**src/rtl/n64_read_response.sv**
```systemverilog
// ============================================================================
// Module   : n64_read_response
// Purpose  : Decodes an N64 controller reply (LSB-first bits + stop bit) from
//            the raw data line into a parallel word with a valid strobe.
//            Optional watchdog: define N64_READ_TIMEOUT_EN.
// Revision : 1.0 - initial release
// ============================================================================
`default_nettype none

module n64_read_response #(
  parameter int SAMPLE   = 200,
  parameter int NUM_BITS = 32,
  parameter int TIMEOUT  = 1000
) (
  input  logic                clk,
  input  logic                rst,
  input  logic                en,
  input  logic                data_in,
  output logic                reading_data,
  output logic [NUM_BITS-1:0] data_out,
  output logic                data_valid,
  output logic                frame_error
);

  localparam int TW = $clog2(((SAMPLE > TIMEOUT) ? SAMPLE : TIMEOUT) + 1);
  localparam int CW = $clog2(NUM_BITS + 1);

  localparam logic [TW-1:0] c_SAMPLE_LAST  = TW'(SAMPLE - 1);
  localparam logic [TW-1:0] c_TIMEOUT_LAST = TW'(TIMEOUT - 1);
  localparam logic [TW-1:0] c_TIMER_MAX    = '1;
  localparam logic [CW-1:0] c_NUM_BITS     = CW'(NUM_BITS);

  typedef enum logic [2:0] {
    ST_IDLE       = 3'd0,
    ST_WAIT_FALL  = 3'd1,
    ST_TIME_BIT   = 3'd2,
    ST_WAIT_HIGH  = 3'd3,
    ST_STOP_FALL  = 3'd4,
    ST_STOP_CHECK = 3'd5
  } state_t;

  state_t              r_state;
  state_t              w_next_state;
  logic                r_sync1;
  logic                r_sync2;
  logic                r_s_prev;
  logic [TW-1:0]       r_timer;
  logic [CW-1:0]       r_bit_cnt;
  logic [NUM_BITS-1:0] r_shift;

  logic w_fall;
  logic w_take_sample;
  logic w_frame_ok;
  logic w_frame_err;

  assign w_fall       = r_s_prev & ~r_sync2;
  assign reading_data = (r_state != ST_IDLE);

  always_comb begin
    w_next_state  = r_state;
    w_take_sample = 1'b0;
    w_frame_ok    = 1'b0;
    w_frame_err   = 1'b0;
    case (r_state)
      ST_IDLE: begin
        if (en) w_next_state = ST_WAIT_FALL;
      end
      ST_WAIT_FALL: begin
        if (w_fall) begin
          w_next_state = ST_TIME_BIT;
        end
`ifdef N64_READ_TIMEOUT_EN
        else if (r_timer == c_TIMEOUT_LAST) begin
          w_frame_err  = 1'b1;
          w_next_state = ST_IDLE;
        end
`endif
      end
      ST_TIME_BIT: begin
        if (r_timer == c_SAMPLE_LAST) begin
          w_take_sample = 1'b1;
          w_next_state  = ST_WAIT_HIGH;
        end
      end
      ST_WAIT_HIGH: begin
        if (r_sync2) begin
          w_next_state = (r_bit_cnt < c_NUM_BITS) ? ST_WAIT_FALL : ST_STOP_FALL;
        end
`ifdef N64_READ_TIMEOUT_EN
        else if (r_timer == c_TIMEOUT_LAST) begin
          w_frame_err  = 1'b1;
          w_next_state = ST_IDLE;
        end
`endif
      end
      ST_STOP_FALL: begin
        if (w_fall) begin
          w_next_state = ST_STOP_CHECK;
        end
`ifdef N64_READ_TIMEOUT_EN
        else if (r_timer == c_TIMEOUT_LAST) begin
          w_frame_err  = 1'b1;
          w_next_state = ST_IDLE;
        end
`endif
      end
      ST_STOP_CHECK: begin
        if (r_timer == c_SAMPLE_LAST) begin
          w_frame_ok   = r_sync2;
          w_frame_err  = ~r_sync2;
          w_next_state = ST_IDLE;
        end
      end
      default: w_next_state = ST_IDLE;
    endcase
  end

  always_ff @(posedge clk) begin
    if (rst) begin
      r_state     <= ST_IDLE;
      r_sync1     <= 1'b1;
      r_sync2     <= 1'b1;
      r_s_prev    <= 1'b1;
      r_timer     <= '0;
      r_bit_cnt   <= '0;
      r_shift     <= '0;
      data_out    <= '0;
      data_valid  <= 1'b0;
      frame_error <= 1'b0;
    end else begin
      r_sync1     <= data_in;
      r_sync2     <= r_sync1;
      r_s_prev    <= r_sync2;
      r_state     <= w_next_state;
      data_valid  <= w_frame_ok;
      frame_error <= w_frame_err;

      // Cleared on every state change and saturating, so it can never wrap.
      if (w_next_state != r_state) begin
        r_timer <= '0;
      end else if (r_timer != c_TIMER_MAX) begin
        r_timer <= r_timer + TW'(1);
      end

      if (r_state == ST_IDLE && en) begin
        r_bit_cnt <= '0;
        r_shift   <= '0;
      end

      // Right shift in at the MSB: after NUM_BITS samples the first bit sits in bit 0.
      if (w_take_sample) begin
        r_shift   <= {r_sync2, r_shift[NUM_BITS-1:1]};
        r_bit_cnt <= r_bit_cnt + CW'(1);
      end

      if (w_frame_ok) data_out <= r_shift;
    end
  end

endmodule

`default_nettype wire

```
**config.mk**
```make
export PLATFORM = sky130hd
export DESIGN_NAME = n64_read_response
export DESIGN_NICKNAME = d
export VERILOG_FILES = /design/src/rtl/n64_read_response.sv
export SDC_FILE = /design/constraint.sdc
export NUM_CORES = 1
export LEC_CHECK = 0
export BUFFER_PORTS_ARGS = -buffer_cell sky130_fd_sc_hd__buf_2
export CAP_MARGIN = 20
export CELL_PAD_IN_SITES_DETAIL_PLACEMENT = 0
export CELL_PAD_IN_SITES_GLOBAL_PLACEMENT = 2
export CORE_ASPECT_RATIO = 0.8
export CORE_MARGIN = 1
export CORE_UTILIZATION = 30
export DETAILED_ROUTE_END_ITERATION = 8
export HOLD_SLACK_MARGIN = 0.03
export PLACE_DENSITY_LB_ADDON = 0.1
export RECOVER_POWER = 50
export SLEW_MARGIN = 20
export SYNTH_ARGS = -nofsm -noshare
export SYNTH_HDL_FRONTEND = slang
export SYNTH_SLANG_ARGS = --single-unit
export TNS_END_PERCENT = 50
```
**constraint.sdc**
```tcl
create_clock -name clk -period 3.14 [get_ports clk]
set_input_delay 0.314 -clock clk [delete_from_list [all_inputs] [get_ports clk]]
set_output_delay 0.314 -clock clk [all_outputs]
set_load 0.005 [all_outputs]
```
# --- Word-level counts from Yosys, hierarchy flattened ---
# Cells that the tools add are included.
totals:
  elab_cells: 47
  out_inout_bits: 35
  reg_bits: 88
  in_bits: 4
op_classes:
  n_eq_ne: 8
  n_reduce_logical: 6
  addsub: 2
  n_bitwise: 4
  n_mux: 16
  order_cmp: 1
op_table:
  columns: ["op", "count"]
  rows:
  - ["32-bit 2-to-1 mux", 2]
  - ["3-bit 2-to-1 mux", 7]
  - ["3-bit case mux with 6 select lines", 1]
  - ["6-bit 2-to-1 mux", 2]
  - ["10-bit by 1-bit adder with 10-bit output (second input constant)", 1]
  - ["10-bit by 8-bit equality test with 1-bit output (second input constant)", 1]
  - ["10-bit inequality test (second input constant)", 1]
  - ["6-bit by 1-bit adder with 6-bit output (second input constant)", 1]
  - ["3-bit by 2-bit equality test with 1-bit output (second input constant)", 2]
  - ["3-bit equality test (second input constant)", 2]
  - ["6-bit less-than comparator (second input constant)", 1]
  - ["1-bit 2-to-1 mux", 4]
  - ["3-bit by 1-bit equality test with 1-bit output (second input constant)", 1]
  - ["3-bit zero test", 1]
  - ["3-bit inequality test", 1]
  - ["1-bit inverter", 3]
  - ["3-bit nonzero test", 1]
  - ["3-bit OR reduction", 1]
  - ["2-bit nonzero test", 1]
  - ["2-bit OR reduction", 1]
  - ["1-bit bitwise AND", 1]
  - ["1-bit logical AND", 1]

# --- Longest topological paths before layout ---
logic_depth:
  word_depth: 6
  ltp_mapped: 7
  depth_no_buf: 5

# --- Worst setup path before layout ---
# No wires, ideal clock.
synth_timing:
  path_type: "reg2reg"
  startpoint: "reg r_timer[4]"
  endpoint: "reg r_shift[31]"
  required_ns: 3.083
  synth_period_minus_slack_ns: 2.009
  slack_ns: 1.131
  setup_ns: 0.057
  path_stages_with_launch: 7
  arrival_ns: 1.951
  n_path_buf: 2
  cell_sequence: "dfxtp_1 -> or4_4 -> or4_4 -> buf_6 -> nor2_8 -> buf_8 -> a22o_2"
synth_between:
  elab_chain_cells: 4
  elab_cells_between_ends: 5
  classes_between: "1 x eq/ne; 3 x mux; 1 x reduce/logical"
synth_rtl:
  columns: ["item", "line", "text"]
  rows:
  - ["start: declaration", "47", "logic [TW-1:0] r_timer;"]
  - ["start signal: assignment", "142", "r_timer <= r_timer + TW'(1);"]
  - ["10-bit by 8-bit equality test with 1-bit output (*)", "80", "if (r_timer == c_SAMPLE_LAST) begin"]
  - ["1-bit 2-to-1 mux (*)", "80", null]
  - ["1-bit 2-to-1 mux (*)", "64", "case (r_state)"]
  - ["32-bit 2-to-1 mux / 2-bit nonzero test (equally long branches)", null, null]
  - ["end signal: assignment", "152", "r_shift <= {r_sync2, r_shift[NUM_BITS-1:1]};"]
  - ["end: declaration", "49", "logic [NUM_BITS-1:0] r_shift;"]
# Mark *: on every way between the ends. The rest lies on a longest branch, timed or not.
# A chain may end at the register's enable or synchronous reset.

# --- Final worst setup path ---
layout_timing:
  startpoint: "reg r_timer[4]"
  endpoint: "reg r_bit_cnt[0]"
layout_between:
  elab_chain_cells: 4
  elab_cells_between_ends: 5
  classes_between: "1 x eq/ne; 3 x mux; 1 x reduce/logical"
layout_rtl:
  columns: ["item", "line", "text"]
  rows:
  - ["10-bit by 8-bit equality test with 1-bit output (*)", "80", null]
  - ["1-bit 2-to-1 mux (*)", "80", null]
  - ["1-bit 2-to-1 mux (*)", "64", null]
  - ["6-bit 2-to-1 mux / 2-bit nonzero test (equally long branches)", null, null]
  - ["end signal: assignment", "153", "r_bit_cnt <= r_bit_cnt + CW'(1);"]
  - ["end: declaration", "48", "logic [CW-1:0] r_bit_cnt;"]
# Marks and branches as above.

==> results.toml <==
[status]
status = "finished, violations left"
violations = "max-capacitance violations, max-slew violations"

[worst_setup_path]
worstSetupStartpointType = "flip-flop"
critical_path_arrival_ps = 2660
path_class = "flip-flop to flip-flop"
worst-path-max-fanout = 38
rr_startpoint = "r_timer[4]"
cp-end-kind = "flip-flop"
r2r_setup_slack_ps = 700
startpoint = "r_timer[4]"
cp.required_ps = 3360

[routing]
wl_per_cell_um = 14.1
drc = 0
dr.pass1.iters = 4
vias = 2379
vias_per_cell = 4.87
drt-initial-drc-count = 174
drt_wl_total_um = 6890
ant_nets = 0

[synth]
synth_cell_types = 45
syn_area_mm2 = 0.00338
yosysSeqAreaShare_pct = 52.1
ys_warn_count = 0
synth_seq_cells = 88
syn_inst = 314
postSynthAreaPerCell_um2 = 10.8
syn_nets = 320

[placed_design]
gp_congestion = 0.752
portBuffers = 38
dpl.hpwl_um = 4270
pre_cts_slack_ps = 854

[floorplan]
initial_utilization_pct = 30.9
die_w_um = 121
die_area_mm2 = 0.0117
die_h_um = 97.0
core_area_mm2 = 0.0109
io_pins = 39
rows = 34

[timing]
maxSlewHeadroom_pct = -7.75
whs_ps = 161
min_period_over_period_pct = 77.7
fin_tns_setup_ps = 0
fin_skew_ps = 4.42
drv_slew = 31
setup_ws_ps = 699
rsz0062_at_grt = "no"
finalCriticalPeriod_ps = 2440
worstMarginPinSlew_ps = 1620
finalSetupViolCount = 0
hold_violations = 0
max_freq_mhz = 410

[layout]
fin_nets = 347
final_cell_mix = "dfxtp_1, nor2_1, mux2i_1"
antennaDiodeCount = 0
final_common_cell = "dfxtp_1"
final_util_pct = 35.5
drive_gt1_share_pct = 23.8
areaGrowthSynthToFinish_pct = 14.9

[min_path]
min-delay-start = "data_in"
hp-class = "primary input to flip-flop"

[grt]
grt_pass1_wl_um = 11600
grt_use_total_pct = 12.8
grt_max_degree = 39
antenna_found_initial = 0
grt-ovfl-total = 0
grt_pass1_vias = 2182

[clock_network]
cts_tree = "built"
post_cts_buffers = 0
clock_latency_ps = 330
cts.path.max_buffers = 2
cts_buffers = 9
cts_resized = 0
cts_sinks = 88
hold_buffers = 0
cts_root_buffer = "clkbuf_16"
htreeDepth = 3
cts.clk_slew.worst_paths_ps = 60

[pwr]
p_per_area_mw_per_mm2 = 593
ir_worst_vdd_mv = 0.216
p_leak_nw = 1.45

[run]
cap_violations = 1
==> state kept, by name, indices dropped and copies added, names as in the netlist <==
signal / count
data_out: 32
r_shift: 32
r_timer: 10
r_bit_cnt: 6
r_state: 3
data_valid: 1
frame_error: 1
r_s_prev: 1
r_sync1: 1
r_sync2: 1
==> metal layers <==
metal | share of wire (%) | global-route usage (%)
met5 | 0 | 0
met4 | 1.1 | 4.56
met3 | 4.3 | 5.31
met2 | 41 | 17.4
met1 | 53 | 18.0
==> power by group <==
group / internal (W) / switching [W] / total (W)
logic: 0.0000304 / 0.0000636 / 0.0000940
registers: 0.00113 / 0.0000246 / 0.00116
clock network: 0.000633 / 0.000423 / 0.00106
total: 0.00179 / 0.000511 / 0.00231
==> cell type report <==
class,count,area [um^2]
clock buffers,12,246
clock inverters,3,42.5
fillers,1123,7050
inverters,2,7.51
multi-input cells,199,1450
flip-flops and latches,88,1760
well taps,144,180
repair buffers,41,196
==> final timing paths <==
check	cells past startpoint	to
worst min-delay path	2	r_sync1
worst max-delay path	5	r_bit_cnt[0]
worst min register to register	1	r_sync2
worst max register to register	5	r_bit_cnt[0]
==> cell families (layout without fill, tap and decap cells) <==
group / count (synthesis) / count (layout) / share of synthesized area [%]
buf+inv: 27 / 58 / 4.74
simple gates: 100 / 100 / 16.1
flops: 88 / 88 / 52.1
mux: 34 / 34 / 10.1
xor+xnor: 3 / 3 / 0.777
compound gates: 60 / 60 / 15.5
fa+ha+maj: 2 / 2 / 0.740
==> stage by stage <==
step	instances	cell area, um^2	total power (W)
after floorplan	314	3380	0.00125
after global placement	474	3630	0.00128
after detailed placement	474	3630	0.00128
after CTS	489	3920	0.00235
after global routing	489	3880	0.00241
final	489	3880	0.00231
==> synthesized netlist by cell type, drive strengths merged <==
library cell | instances | area, um^2
dfxtp | 88 | 1760
nor2 | 42 | 174
a22o | 34 | 332
mux2i | 33 | 330
clkbuf | 15 | 56.3
buf | 10 | 96.3
nor3 | 9 | 45.0
nand2 | 8 | 30.0
nand3 | 8 | 40.0
nor4 | 8 | 65.1
a21oi | 7 | 35.0
a2111oi | 5 | 43.8
a31oi | 3 | 18.8
and3 | 3 | 18.8
nand2b | 3 | 18.8
or2 | 3 | 18.8
a211o | 2 | 17.5
a21o | 2 | 15.0
a311oi | 2 | 17.5
and4 | 2 | 17.5
ha | 2 | 25.0
inv | 2 | 7.51
nand4 | 2 | 12.5
nor3b | 2 | 15.0
nor4b | 2 | 17.5
or3b | 2 | 17.5
or4 | 2 | 22.5
xnor2 | 2 | 17.5
a211oi | 1 | 7.51
a41oi | 1 | 8.76
and2 | 1 | 7.51
mux2 | 1 | 11.3
nand3b | 1 | 7.51
nand4b | 1 | 8.76
nor2b | 1 | 6.26
o2111ai | 1 | 15.0
o21ai | 1 | 5.00
o31a | 1 | 8.76
xor2 | 1 | 8.76
==> critical path: stages, from the launching register on <==
cell	delay, ps
dfxtp_1	360
or4_4	570
nor4_1	360
nor3b_2	80
clkbuf_2	510
mux2_2	440
Note: power is estimated with default switching activity, not from simulation.
